===== config.mk =====
export PLATFORM = sky130hd
export DESIGN_NAME = booth_seq_multiplier
export DESIGN_NICKNAME = d
export VERILOG_FILES = /design/src/rtl/mult_pkg.sv /design/src/rtl/booth_r4_encoder.sv /design/src/rtl/booth_seq_multiplier.sv
export SDC_FILE = /design/constraint.sdc
export NUM_CORES = 1
export LEC_CHECK = 0
export ABC_CLOCK_PERIOD_IN_PS = 5900
export CAP_MARGIN = 20
export CORE_UTILIZATION = 23
export DETAILED_ROUTE_END_ITERATION = 10
export MAX_ROUTING_LAYER = met4
export SLEW_MARGIN = 40
export SYNTH_ARGS = -nofsm -noshare
export SYNTH_HDL_FRONTEND = slang
export SYNTH_SLANG_ARGS = --single-unit

===== constraint.sdc =====
create_clock -name clock -period 5.9 [get_ports clock]
set_clock_uncertainty 0.05 [all_clocks]
set_input_delay 1.18 -clock clock [delete_from_list [all_inputs] [get_ports clock]]
set_output_delay 1.18 -clock clock [all_outputs]
set_load 0.01 [all_outputs]

===== src/rtl/mult_pkg.sv =====
// Shared types and constants for the sequential radix-4 Booth multiplier.
package mult_pkg;

    typedef enum logic [1:0] {
        StIdle,
        StRun,
        StDone
    } state_e;

    // Booth operation encoded as {neg, one, two}.
    typedef logic [2:0] booth_op_t;

    localparam booth_op_t BoothZero = 3'b000;
    localparam booth_op_t BoothPos1 = 3'b010;
    localparam booth_op_t BoothPos2 = 3'b001;
    localparam booth_op_t BoothNeg1 = 3'b110;
    localparam booth_op_t BoothNeg2 = 3'b101;

    function automatic int unsigned iter_count(int unsigned width);
        return width / 2 + 1;
    endfunction

endpackage


===== src/rtl/booth_r4_encoder.sv =====
// Radix-4 Booth recoder: maps {q1, q0, q-1} to a signed multiple of the multiplicand.
module booth_r4_encoder
    import mult_pkg::*;
(
    input  logic [2:0] bits_i,
    output logic       neg_o,
    output logic       one_o,
    output logic       two_o
);

    booth_op_t op;

    always_comb begin
        op = BoothZero;
        unique case (bits_i)
            3'b001, 3'b010: op = BoothPos1;
            3'b011:         op = BoothPos2;
            3'b100:         op = BoothNeg2;
            3'b101, 3'b110: op = BoothNeg1;
            default:        op = BoothZero;
        endcase
    end

    assign {neg_o, one_o, two_o} = op;

endmodule


===== src/rtl/booth_seq_multiplier.sv =====
// Iterative radix-4 Booth multiplier: one add/shift step per cycle, start/done handshake,
// per-operation signed or unsigned operands.
module booth_seq_multiplier
    import mult_pkg::*;
#(
    parameter int unsigned WIDTH = 32
) (
    input  logic               clock,
    input  logic               clear,
    input  logic               start,
    input  logic               is_signed,
    input  logic [WIDTH-1:0]   Ra,
    input  logic [WIDTH-1:0]   Rb,
    output logic               busy,
    output logic               done,
    output logic [2*WIDTH-1:0] Rz
);

    localparam int unsigned ExtW    = WIDTH + 2;
    localparam int unsigned NumIter = iter_count(WIDTH);
    localparam int unsigned CntW    = $clog2(NumIter + 1);
    localparam logic [CntW-1:0] CntInit = CntW'(NumIter - 1);

    state_e state_q, state_d;

    logic [CntW-1:0]    cnt_q;
    logic [ExtW-1:0]    m_q, p_q, q_q;
    logic               qm1_q;
    logic [2*WIDTH-1:0] rz_q;

    logic            neg, one, two;
    logic            start_accept;
    logic [ExtW:0]   p_ext, m_ext, addend, sum;
    logic [ExtW-1:0] p_nxt, q_nxt;
    logic            qm1_nxt;

    booth_r4_encoder u_encoder (
        .bits_i ({q_q[1:0], qm1_q}),
        .neg_o  (neg),
        .one_o  (one),
        .two_o  (two)
    );

    // FSM state register
    always_ff @(posedge clock) begin
        if (!clear) begin
            state_q <= StIdle;
        end else begin
            state_q <= state_d;
        end
    end

    always_comb begin
        state_d = state_q;
        unique case (state_q)
            StIdle:  if (start) state_d = StRun;
            StRun:   if (cnt_q == '0) state_d = StDone;
            StDone:  state_d = start ? StRun : StIdle;
            default: state_d = StIdle;
        endcase
    end

    always_comb begin
        busy = (state_q == StRun);
        done = (state_q == StDone);
    end

    assign start_accept = start && (state_q != StRun);

    // One extra bit keeps the sign when adding +-2M to the partial product.
    always_comb begin
        p_ext   = {p_q[ExtW-1], p_q};
        m_ext   = {m_q[ExtW-1], m_q};
        addend  = two ? {m_q, 1'b0} : (one ? m_ext : '0);
        sum     = neg ? (p_ext - addend) : (p_ext + addend);
        p_nxt   = {sum[ExtW], sum[ExtW:2]};
        q_nxt   = {sum[1:0], q_q[ExtW-1:2]};
        qm1_nxt = q_q[1];
    end

    always_ff @(posedge clock) begin
        if (!clear) begin
            cnt_q <= '0;
            m_q   <= '0;
            p_q   <= '0;
            q_q   <= '0;
            qm1_q <= 1'b0;
            rz_q  <= '0;
        end else if (start_accept) begin
            cnt_q <= CntInit;
            m_q   <= {{2{is_signed & Ra[WIDTH-1]}}, Ra};
            p_q   <= '0;
            q_q   <= {{2{is_signed & Rb[WIDTH-1]}}, Rb};
            qm1_q <= 1'b0;
        end else if (state_q == StRun) begin
            p_q   <= p_nxt;
            q_q   <= q_nxt;
            qm1_q <= qm1_nxt;
            if (cnt_q == '0) begin
                rz_q <= {p_nxt[WIDTH-3:0], q_nxt};
            end else begin
                cnt_q <= cnt_q - CntW'(1);
            end
        end
    end

    assign Rz = rz_q;

endmodule


== Word level (Yosys, flattened, before mapping) ==
Cells that the tools add are included.

* Register bits: 172
* Input bits: 68
* Output and inout bits: 66
* Word-level logic and storage cells: 52

* Add/sub/neg operators: 3
* Eq/ne operators: 12
* Mux-type cells: 13
* Bitwise gates (word level): 5
* Reduce and logical (&&, ||, !) cells: 11

{| class="wikitable"
|+ Operators with widths
! kind !! number
|-
| 35-bit 2-to-1 mux || 3
|-
| 34-bit 2-to-1 mux || 2
|-
| 35-bit adder || 1
|-
| 35-bit subtractor || 1
|-
| 5-bit 2-to-1 mux || 3
|-
| 3-bit case mux with 4 select lines || 1
|-
| 3-bit == test (second input constant) || 3
|-
| 3-bit by 2-bit == test with 1-bit output (second input constant) || 2
|-
| 2-bit case mux with 3 select lines || 1
|-
| 2-bit AND reduction || 3
|-
| 2-bit OR reduction || 3
|-
| 5-bit logical NOT || 1
|-
| 5-bit by 1-bit subtractor with 5-bit output (second input constant) || 1
|-
| 2-bit 2-to-1 mux || 2
|-
| 2-bit by 1-bit inequality test with 1-bit output (second input constant) || 2
|-
| 2-bit inequality test (second input constant) || 2
|-
| 3-bit by 1-bit == test with 1-bit output (second input constant) || 1
|-
| 1-bit NOT || 3
|-
| 3-bit AND reduction || 1
|-
| 1-bit AND || 2
|-
| 2-bit by 1-bit == test with 1-bit output (second input constant) || 1
|-
| 2-bit == test (second input constant) || 1
|-
| 2-bit logical NOT || 1
|-
| 2-bit nonzero test || 1
|-
| other kinds (2) || 2
|}

== Depth between registers and ports, before layout ==
Gate-level depths: netlist of run 1.

* Word-level depth: 9
* Depth in mapped cells: 26
* Mapped depth without buffers: 21

== Hierarchy ==
From an unflattened synthesis of run 1, not the netlist that was laid out.

* Cell total of the unflattened synthesis: 1286
* Area, all modules: 9705.6 um2

{| class="wikitable"
|+ Modules (own cells, without submodules)
! module !! instances !! cells an instance !! area an instance (um2) !! seq. area each (um2)
|-
| booth_seq_multiplier || 1 || 1281 || 9673.0 || 3443.3
|-
| booth_r4_encoder || 1 || 5 || 32.5 || 0.0
|}

== Worst setup path before layout of run 1 ==
Ideal clock, no wire load.

* Path type: reg-to-reg
* Start: reg q_q[0]
* End: reg p_q[32] (netlist name)
* Library setup time: 0.072 ns
* Arrival time: 4.884 ns
* Required time: 5.778 ns
* Setup slack: 0.894 ns
* Stages on the path, launching flop included: 26
* Path buffers: 6
* Period minus slack after synthesis: 5.006 ns
* Cells stage by stage: dfxtp_1 > buf_6 > buf_2 > buf_2 > buf_4 > clkbuf_1 > a221o_1 > nand2_1 > ha_1 > o21ai_0 > or3_1 > clkbuf_1 > a21oi_1 > o211ai_1 > o21ai_0 > a21oi_1 > ha_1 > a21oi_1 > or4b_2 > nand2_1 > o21ai_0 > o2111ai_1 > nand4_1 > a31o_2 > mux2i_1 > mux2i_1

* Cells in the longest elaborated chain, start to end: 7
* Elaborated cells between the ends (all ways): 14
* Classes of those cells: 2 x add/sub; 6 x eq/ne; 4 x mux; 2 x reduce/logical

{| class="wikitable"
|+ Ends and longest elaborated chain
! item !! line !! text
|-
| start: declaration || booth_seq_multiplier.sv:27 || <nowiki>logic [ExtW-1:0] m_q, p_q, q_q;</nowiki>
|-
| start signal: assignment || booth_seq_multiplier.sv:93 || <nowiki>q_q <= {{2{is_signed & Rb[WIDTH-1]}}, Rb};</nowiki>
|-
| start signal: assignment || booth_seq_multiplier.sv:97 || <nowiki>q_q <= q_nxt;</nowiki>
|-
| 3-bit == test (tied with other cells) || booth_r4_encoder.sv:15 || <nowiki>unique case (bits_i)</nowiki>
|-
| 2-bit OR reduction || booth_r4_encoder.sv:15 ||
|-
| 3-bit case mux with 4 select lines * || booth_r4_encoder.sv:15 ||
|-
| 35-bit 2-to-1 mux (2 in a row) || booth_seq_multiplier.sv:74 || <nowiki>addend = two ? {m_q, 1'b0} : (one ? m_ext : '0);</nowiki>
|-
| 35-bit adder or 35-bit subtractor (tied branches) || booth_seq_multiplier.sv:75 || <nowiki>sum = neg ? (p_ext - addend) : (p_ext + addend);</nowiki>
|-
| 35-bit 2-to-1 mux * || booth_seq_multiplier.sv:75 ||
|}

Every way passes the cells marked *; elsewhere a longest branch is shown, timed or not.
A chain may end at the register's enable or synchronous reset.

== Worst setup path after layout of run 1 ==
* Start: reg q_q[1]
* End: reg rz_q[52] (netlist: Rz[52])

* Cells in the longest elaborated chain, start to end: 7
* Elaborated cells between the ends (all ways): 14
* Classes of those cells: 2 x add/sub; 6 x eq/ne; 4 x mux; 2 x reduce/logical

{| class="wikitable"
|+ Ends and longest elaborated chain
! item !! line !! text
|-
| 3-bit == test (tied with other cells) || booth_r4_encoder.sv:15 ||
|-
| 2-bit OR reduction || booth_r4_encoder.sv:15 ||
|-
| 3-bit case mux with 4 select lines * || booth_r4_encoder.sv:15 ||
|-
| 35-bit 2-to-1 mux (2 in a row) || booth_seq_multiplier.sv:74 ||
|-
| 35-bit adder or 35-bit subtractor (tied branches) || booth_seq_multiplier.sv:75 ||
|-
| 35-bit 2-to-1 mux * || booth_seq_multiplier.sv:75 ||
|-
| end signal: assignment || booth_seq_multiplier.sv:100 || <nowiki>rz_q <= {p_nxt[WIDTH-3:0], q_nxt};</nowiki>
|-
| end: declaration || booth_seq_multiplier.sv:29 || <nowiki>logic [2*WIDTH-1:0] rz_q;</nowiki>
|}

Marked as above.

==> flow_metrics.tcl, run 1 <==
set metrics [dict create \
    ys_ff_latch 172 \
    power_mw 4.04 \
    synth_top_family_by_area "compound AO/OA/AOI/OAI gates" \
    synthSimpleGateAreaFrac 0.224 \
    ys_async_sr_fraction 0 \
    cp.buffers_inverters 2 \
    synth_xor_area_frac 0.0367 \
    design_area_um2 13200 \
    period_needed_ns 5.47 \
    critPathRequiredTime_ns 6.20 \
    finalSetupViolCount 0 \
    placementRows 78 \
    yosys_warnings 0 \
    fin_nets 1585 \
    crit_slowest_cell "or4b_2" \
    drt_iter0_markers 744 \
    finalHoldViolCount 0 \
    die_h_um 218 \
    die_x_um 218 \
    ant_nets 0 \
    path_class "register to register" \
    antenna_found_initial 1 \
    cp-end-kind "register" \
    synthMuxAreaShare 0.0421 \
    cts_tree "yes" \
    peakVddDrop_v 0.000235 \
    max_stage_delay_ns 0.62 \
    hold_buffers 0 \
    grt_pass1_wl_mm 55.8 \
    max-cap-violations 0 \
    synth_nets 1510 \
    syn2layout_area_growth_pct 23.3 \
    dp_hpwl_mm 25.9 \
    cts.sinks 172 \
    clk_pin_slew_ns 0.08 \
    fillers 4974 \
    final_cell_mix "nand2_1, dfxtp_1, clkdlybuf4s50_1" \
    vias 10400 \
    synthesis.area_um2 10700 \
    grt_max_degree 85 \
    max-slew-margin-rel 0.473 \
    grt_pass1_vias 10000 \
    clk_latency_ns 0.46 \
    synth-edff-count 0 \
    cts_root_buf "clkbuf_16" \
    wirelength_mm 35.9 \
    syn_avg_cell_area_um2 7.65 \
    drtPass1Iterations 5 \
    ys_types 66 \
    rsz0062_at_grt "no" \
    cp_cell_sequence "buf_4 -> nor3_1 -> or2_2 -> a21oi_1 -> or3_1 -> nor2_1 -> a21oi_1 -> xnor2_1 -> ha_1 -> a21oi_1 -> or4b_2 -> nand2_1 -> o21ai_0 -> buf_4 -> nor3_1 -> nor2_1 -> xnor2_1 -> nand2_1 -> o211a_1" \
    drive_gt1_frac 0.0630 \
    tightestPinTransition_ns 0.779 \
    power_density_nw_per_um2 305 \
    cts_buffers 17 \
    dp.cells 2060 \
    final_common_cell "nand2_1" \
    max_clock_freq_ghz 0.183 \
    fin_cells 2094 \
    period_share 0.928 \
    yosysSeqAreaShare 0.321 \
    synth_fa_ha_area_frac 0.0524 \
    via_per_inst 4.96 \
    drc 0 \
    hp-class "register to register" \
    initial_utilization 0.235 \
    leakage_nw 5.28 \
    dpl_cell_area_um2 12600 \
    io_buffers 133 \
    die-area_um2 47600 \
    htreeDepth 4 \
    core_area_um2 45700 \
    gr-total-overflow 0 \
    synthFlopType "dfxtp_1" \
    crit_family "simple AND/OR/NAND/NOR gates" \
    grt_use_total 0.155 \
    synth_compound_area_frac 0.276 \
    io_pins 134 \
    startpoint_type "register" \
    clock_path_buffers 2 \
    syn_inst 1404 \
    cp_max_fo 16 \
    wl_per_cell_um 17.1 \
    finalSetupTns_ns 0 \
    cp_common_cell "a21oi_1" \
    status "complete, no violations" \
    arrival_ns 5.78 \
    routabilityCongestion 0.957 \
    drv_slew 0 \
]
==> synth_stat cells, drive strengths merged (12+ instances only) <==
cell type / number / area [um2]
o211ai: 15 / 113
mux2i: 38 / 380
nand2: 335 / 1260
a21oi: 110 / 551
nand3b: 17 / 128
clkbuf: 89 / 334
ha: 37 / 463
o21ai: 60 / 300
o211a: 36 / 360
xnor2: 23 / 201
buf: 18 / 88.8
xor2: 22 / 193
inv: 25 / 93.8
dfxtp: 172 / 3440
a21o: 15 / 113
a221o: 12 / 120
nor2: 56 / 210
a221oi: 19 / 166
nand2b: 14 / 87.6
nand3: 33 / 170
a21boi: 94 / 706
==> cell type report <==
class	count	area, um2	area share
multi-input combinational	1100	6810	0.514
clock inverter	14	163	0.0123
inverter	25	93.8	0.00708
clock buffer	18	429	0.0324
antenna	2	5.00	0.000378
timing repair buffer	163	1550	0.117
tap	600	751	0.0567
sequential	172	3450	0.260
==> sequential cells by signal, indices dropped and copies added, names as in the netlist <==
signal and flops:
cnt_q 5, Rz 64, q_q 34, m_q 33, qm1_q 1, state_q 2, p_q 33
==> kinds of logic (layout without fill, tap and decap cells) <==
group | Yosys count | after routing
compound gates | 427 | 427
xor+xnor | 45 | 45
fa+ha+maj | 46 | 46
buf+inv | 132 | 220
flops | 172 | 172
mux | 44 | 44
other cells | 0 | 2
simple gates | 538 | 538
==> worst reg2reg max path, delay by kind of cell (launching register included) <==
kind | cells | cell delay (ns)
adder cells (fa/ha/maj) | 1 | 0.37
buffers and inverters | 2 | 0.55
flip-flops | 1 | 0.47
AO/OA/AOI/OAI | 5 | 0.85
AND/OR/NAND/NOR | 9 | 2.62
XOR/XNOR | 2 | 0.49
==> metrics by stage <==
stage / worst slack (ns) / utilization / hold slack, ns
2_1_floorplan: 0.894 / - / 0.382
3_3_place_gp: 0.409 / 0.277 / 0.397
3_5_place_dp: 0.498 / 0.277 / 0.405
4_1_cts: 0.476 / 0.290 / 0.416
5_1_grt: 0.106 / 0.290 / 0.422
6_report: 0.426 / 0.290 / 0.415
==> where the power goes <==
| group | switching [mW] | internal, mW | total [mW] |
|---|---|---|---|
| logic | 0.906 | 0.615 | 1.52 |
| clock network | 0.583 | 0.573 | 1.16 |
| registers | 0.100 | 1.26 | 1.36 |
| total | 1.59 | 2.45 | 4.04 |
==> what timing repair did <==
item | CTS | global route
setup buffers | 0 | 0
resized for setup | 0 | 1
endpoints found under the setup margin | 0 | 1
==> worst paths after layout <==
path / from / endpoint / slack [ns] / cells after the start
setup / recovery: q_q[1] / Rz[52] / 0.43 / 19
hold / removal: p_q[14] / p_q[14] / 0.41 / 2
setup reg to reg: q_q[1] / Rz[52] / 0.43 / 19
hold reg to reg: p_q[14] / p_q[14] / 0.41 / 2
==> layer usage <==
| metal | share of wire | GRT usage | up-vias |
|---|---|---|---|
| met1 | 0.44 | 0.184 | 4913 |
| met4 | 0.036 | 0.0704 | 0 |
| met5 | 0 | - | - |
| met3 | 0.052 | 0.0337 | 63 |
| li1 | - | - | 5121 |
| met2 | 0.48 | 0.251 | 284 |
Note: power is estimated with default switching activity, not from simulation.
==> inputs of run 2 (changes only) <==
--- a/config.mk
+++ b/config.mk
@@ -9,6 +9,7 @@
 export CAP_MARGIN = 20
 export CORE_UTILIZATION = 23
 export DETAILED_ROUTE_END_ITERATION = 10
+export DONT_BUFFER_PORTS = 1
 export MAX_ROUTING_LAYER = met4
 export SLEW_MARGIN = 40
 export SYNTH_ARGS = -nofsm -noshare
==> flow_metrics.tcl, run 2 (synthesis gave the netlist of run 1 again) <==
set metrics [dict create \
    status "complete, no violations" \
    fillers 4980 \
    power_density_nw_per_um2 329 \
    die-area_um2 47600 \
    via_per_inst 5.07 \
    arrival_ns 5.70 \
    hold_depth 2 \
    largest_reg_flops 64 \
    gr-total-overflow 0 \
    finalSetupTns_ns 0 \
    tightestPinTransition_ns 0.810 \
    initial_utilization 0.235 \
    grt_pass1_vias 9402 \
    post-route-util 0.261 \
    io_buffers 0 \
    clock_power_share 0.295 \
    design_area_um2 11900 \
    p_seq_frac 0.354 \
    rsz0062_at_grt "no" \
    r2r_start "qm1_q" \
    r2r-end "p_q[32]" \
    final_common_cell "nand2_1" \
    startpoint_type "register" \
    grt_pass1_wl_mm 54.0 \
    timing.final.ws_setup_ns 0.550 \
    drc 0 \
    grt_use_total 0.151 \
    p_sw_frac 0.401 \
    dpl_cell_area_um2 11300 \
    max-cap-violations 0 \
    cts_tree "yes" \
    antenna_found_initial 2 \
    ant_nets 0 \
    hp-class "register to register" \
    htreeDepth 4 \
    hold_end "p_q[0]" \
    rr_worst_depth 18 \
    cts.sinks 172 \
    p_sw_mw 1.57 \
    max-slew-margin-rel 0.460 \
    clk_latency_ns 0.47 \
    drv_slew 0 \
    io_pins 134 \
    p_int_mw 2.35 \
    cp-end-kind "register" \
    max_clock_freq_ghz 0.187 \
    critPathLaunch "qm1_q" \
    clk_pin_slew_ns 0.08 \
    hold_start "p_q[0]" \
    fin_nets 1451 \
    cts_buffers 17 \
    cp_max_fo 20 \
    dp_hpwl_mm 25.1 \
    period_share 0.907 \
    path_class "register to register" \
    die_h_um 218 \
    vias 9940 \
    placementRows 78 \
    grt_max_degree 152 \
    wirelength_mm 35.3 \
    p_comb_frac 0.351 \
    finalHoldViolCount 0 \
    routabilityCongestion 0.946 \
    die_x_um 218 \
    power_mw 3.93 \
    drive_gt1_frac 0.0685 \
    leakage_nw 4.79 \
    finalSetupViolCount 0 \
    wl_per_cell_um 18.0 \
    peakVddDrop_v 0.000225 \
    critPathRequiredTime_ns 6.25 \
    period_needed_ns 5.35 \
    r2r_setup_slack_ns 0.55 \
    clock_path_buffers 2 \
    syn2layout_area_growth_pct 11.1 \
    place_ws_ns 0.405 \
    drtPass1Iterations 5 \
    cts_root_buf "clkbuf_16" \
    drt_iter0_markers 882 \
    core_area_um2 45700 \
    final_cell_mix "nand2_1, dfxtp_1, a21oi_1" \
]
-- run 2: worst max-delay path, stage by stage (launching register included) --
cell and delay (ns):
dfxtp_2 0.34, buf_4 0.20, inv_2 0.36, o211ai_1 0.15
o311a_1 0.21, or3_1 0.47, nor2_1 0.30, a21oi_1 0.13
xnor2_1 0.33, ha_1 0.38, a21oi_1 0.30, or4b_2 0.61
nand2_1 0.08, o21ai_0 0.25, o2111ai_1 0.34, nand4_1 0.14
a31o_2 0.23, mux2i_1 0.20, mux2i_1 0.19
-- run 2: repair_timing --
action                     in CTS  in global routing
setup endpoints to repair       0                  1
resized for setup               0                  1
setup buffers                   0                  0
hold buffers                    0                  0
-- run 2: through the flow --
stage               instances  hold slack [ns]
detailed placement       1925            0.398
finish                   1961            0.407
global placement         1925            0.392
CTS                      1957            0.410
floorplan                1404            0.382
global route             1960            0.432
-- run 2: per-layer routing --
layer	GRT usage	wire length, um	share of wire
met1	0.176	15300	0.43
met5	-	0	0
met3	0.0399	2070	0.059
met2	0.244	16900	0.48
met4	0.0615	1010	0.029
-- run 2: worst max path at each step --
stage,cells after the start,to,slack (ns)
3_3_place_gp,17,p_q[32],0.55
4_1_cts,17,p_q[32],0.39
6_report,18,p_q[32],0.55
2_1_floorplan,25,p_q[32],0.89
3_5_place_dp,17,p_q[32],0.40
5_1_grt,18,p_q[32],0.25
-- run 2: power by group through the flow --
| stage | Clock (mW) | Sequential [mW] | Combinational [mW] |
|---|---|---|---|
| after floorplan | 0 | 1.36 | 1.04 |
| after global placement | 0 | 1.42 | 1.35 |
| after detailed placement | 0 | 1.42 | 1.36 |
| after CTS | 1.20 | 1.40 | 1.37 |
| after global routing | 1.24 | 1.41 | 1.51 |
| final | 1.16 | 1.39 | 1.38 |
-- run 2: area by class of cell --
class	count	area [um2]	share of cell area
Multi-Input combinational cell	1100	6810	0.571
Sequential cell	172	3450	0.289
Tap cell	600	751	0.0629
Clock buffer	17	425	0.0356
Timing Repair Buffer	29	228	0.0191
Clock inverter	15	171	0.0144
Inverter	25	93.8	0.00786
Antenna cell	3	7.51	0.000629
==> inputs of run 3 (changes only) <==
--- a/config.mk
+++ b/config.mk
@@ -10,7 +10,9 @@
 export CORE_UTILIZATION = 23
 export DETAILED_ROUTE_END_ITERATION = 10
 export DONT_BUFFER_PORTS = 1
+export GPL_TIMING_DRIVEN = 0
 export MAX_ROUTING_LAYER = met4
+export RECOVER_POWER = 25
 export SLEW_MARGIN = 40
 export SYNTH_ARGS = -nofsm -noshare
 export SYNTH_HDL_FRONTEND = slang
==> flow_metrics.tcl, run 3 (synthesis gave the netlist of run 1 again) <==
set metrics [dict create \
    clock_path_buffers 2 \
    placementRows 78 \
    fin_cells 2033 \
    leakage_nw 4.84 \
    die-area_um2 47600 \
    crit_family "compound AO/OA/AOI/OAI gates" \
    clk_latency_ns 0.46 \
    io_pins 134 \
    gr-total-overflow 0 \
    cp_max_fo 10 \
    grt_pass1_vias 10000 \
    max-cap-violations 0 \
    critPathRequiredTime_ns 6.19 \
    path_class "register to register" \
    startpoint_type "register" \
    grt_max_degree 20 \
    cp-end-kind "register" \
    max_stage_delay_ns 0.41 \
    arrival_ns 5.91 \
    dp_hpwl_mm 30.5 \
    htreeDepth 4 \
    drtPass1Iterations 5 \
    finalSetupViolCount 0 \
    n_antenna_cell 0 \
    largest_reg_flops 64 \
    io_buffers 0 \
    antenna_found_initial 0 \
    hold_buffers 0 \
    cts_root_buf "clkbuf_16" \
    tightestPinTransition_ns 0.786 \
    initial_utilization 0.235 \
    cp.buffers_inverters 6 \
    cts_buffers 17 \
    grt_use_total 0.169 \
    place_ws_ns -0.732 \
    core_area_um2 45700 \
    hp-class "register to register" \
    cts_tree "yes" \
    drt_iter0_markers 668 \
    via_per_inst 5.10 \
    drv_slew 0 \
    max-slew-margin-rel 0.476 \
    ant_nets 0 \
    max_clock_freq_ghz 0.178 \
    period_share 0.952 \
    cp_common_cell "o21ai_0" \
    grt_pass1_wl_mm 59.3 \
    routabilityCongestion 0.939 \
    fin_nets 1526 \
    die_h_um 218 \
    syn2layout_area_growth_pct 14.2 \
    power_density_nw_per_um2 327 \
    die_x_um 218 \
    wl_per_cell_um 19.1 \
    final_common_cell "nand2_1" \
    drc 0 \
    fillers 5045 \
    peakVddDrop_v 0.000244 \
    drive_gt1_frac 0.0719 \
    vias 10400 \
    finalSetupTns_ns 0 \
    power_mw 4.01 \
    finalHoldViolCount 0 \
    timing.final.ws_setup_ns 0.284 \
    final_cell_mix "nand2_1, dfxtp_1, a21oi_1" \
    period_needed_ns 5.62 \
    cts.sinks 172 \
    crit_slowest_cell "dfxtp_4" \
    post-route-util 0.269 \
    dp.cells 2004 \
    seq_area_um2 3450 \
    wirelength_mm 38.7 \
    clk_pin_slew_ns 0.08 \
    multi_input_area_um2 6940 \
    status "complete, no violations" \
]
## run 3: final timing paths
kind	startpoint	end	slack, ns	cells past startpoint
hold / removal	p_q[0]	p_q[0]	0.41	2
setup / recovery	q_q[0]	p_q[29]	0.28	25
setup reg to reg	q_q[0]	p_q[29]	0.28	25
hold reg to reg	p_q[0]	p_q[0]	0.41	2
## run 3: routing by layer
layer  global-route usage  wire length (um)  vias to the layer above
li1                     -                 -                     5007
met4               0.0723              1300                        0
met1                0.199             16600                     5007
met5                    -                 0                        -
met3               0.0362              2210                       59
met2                0.275             18700                      287
## run 3: report_power, final
group	total (mW)	switching, mW	internal, mW
sequential	1.38	0.117	1.26
combinational	1.48	0.944	0.538
clock	1.15	0.576	0.572
## run 3: stage by stage
stage	hold WS, ns	area, um2
after global routing	0.429	12300
final	0.411	12300
after detailed placement	0.401	11500
after CTS	0.412	12100
after global placement	0.400	11500
after floorplan	0.382	10700
## run 3: worst reg2reg max path: cells and delay by family, from the launching register on
kind / cells / cell delay [ns]
AOI/OAI and AO/OA: 13 / 2.33
buffers and inverters: 6 / 1.17
and+or+nand+nor: 3 / 0.68
adders and majority gates: 2 / 0.62
DFF: 1 / 0.41
xor gates and xnor gates: 1 / 0.26
## run 3: final cells by class
cell class | instances | share of cell area
clock inverter | 14 | 0.0143
sequential | 172 | 0.281
inverter | 25 | 0.00765
tap | 600 | 0.0612
timing repair buffer | 2 | 0.00122
multi-input combinational | 1100 | 0.566
buffer | 102 | 0.0338
clock buffer | 18 | 0.0350
## run 3: repair_timing
item	CTS	global route
pin swaps	1	6
resized for setup	14	27
endpoints found under the setup margin	39	28
setup buffers	0	2
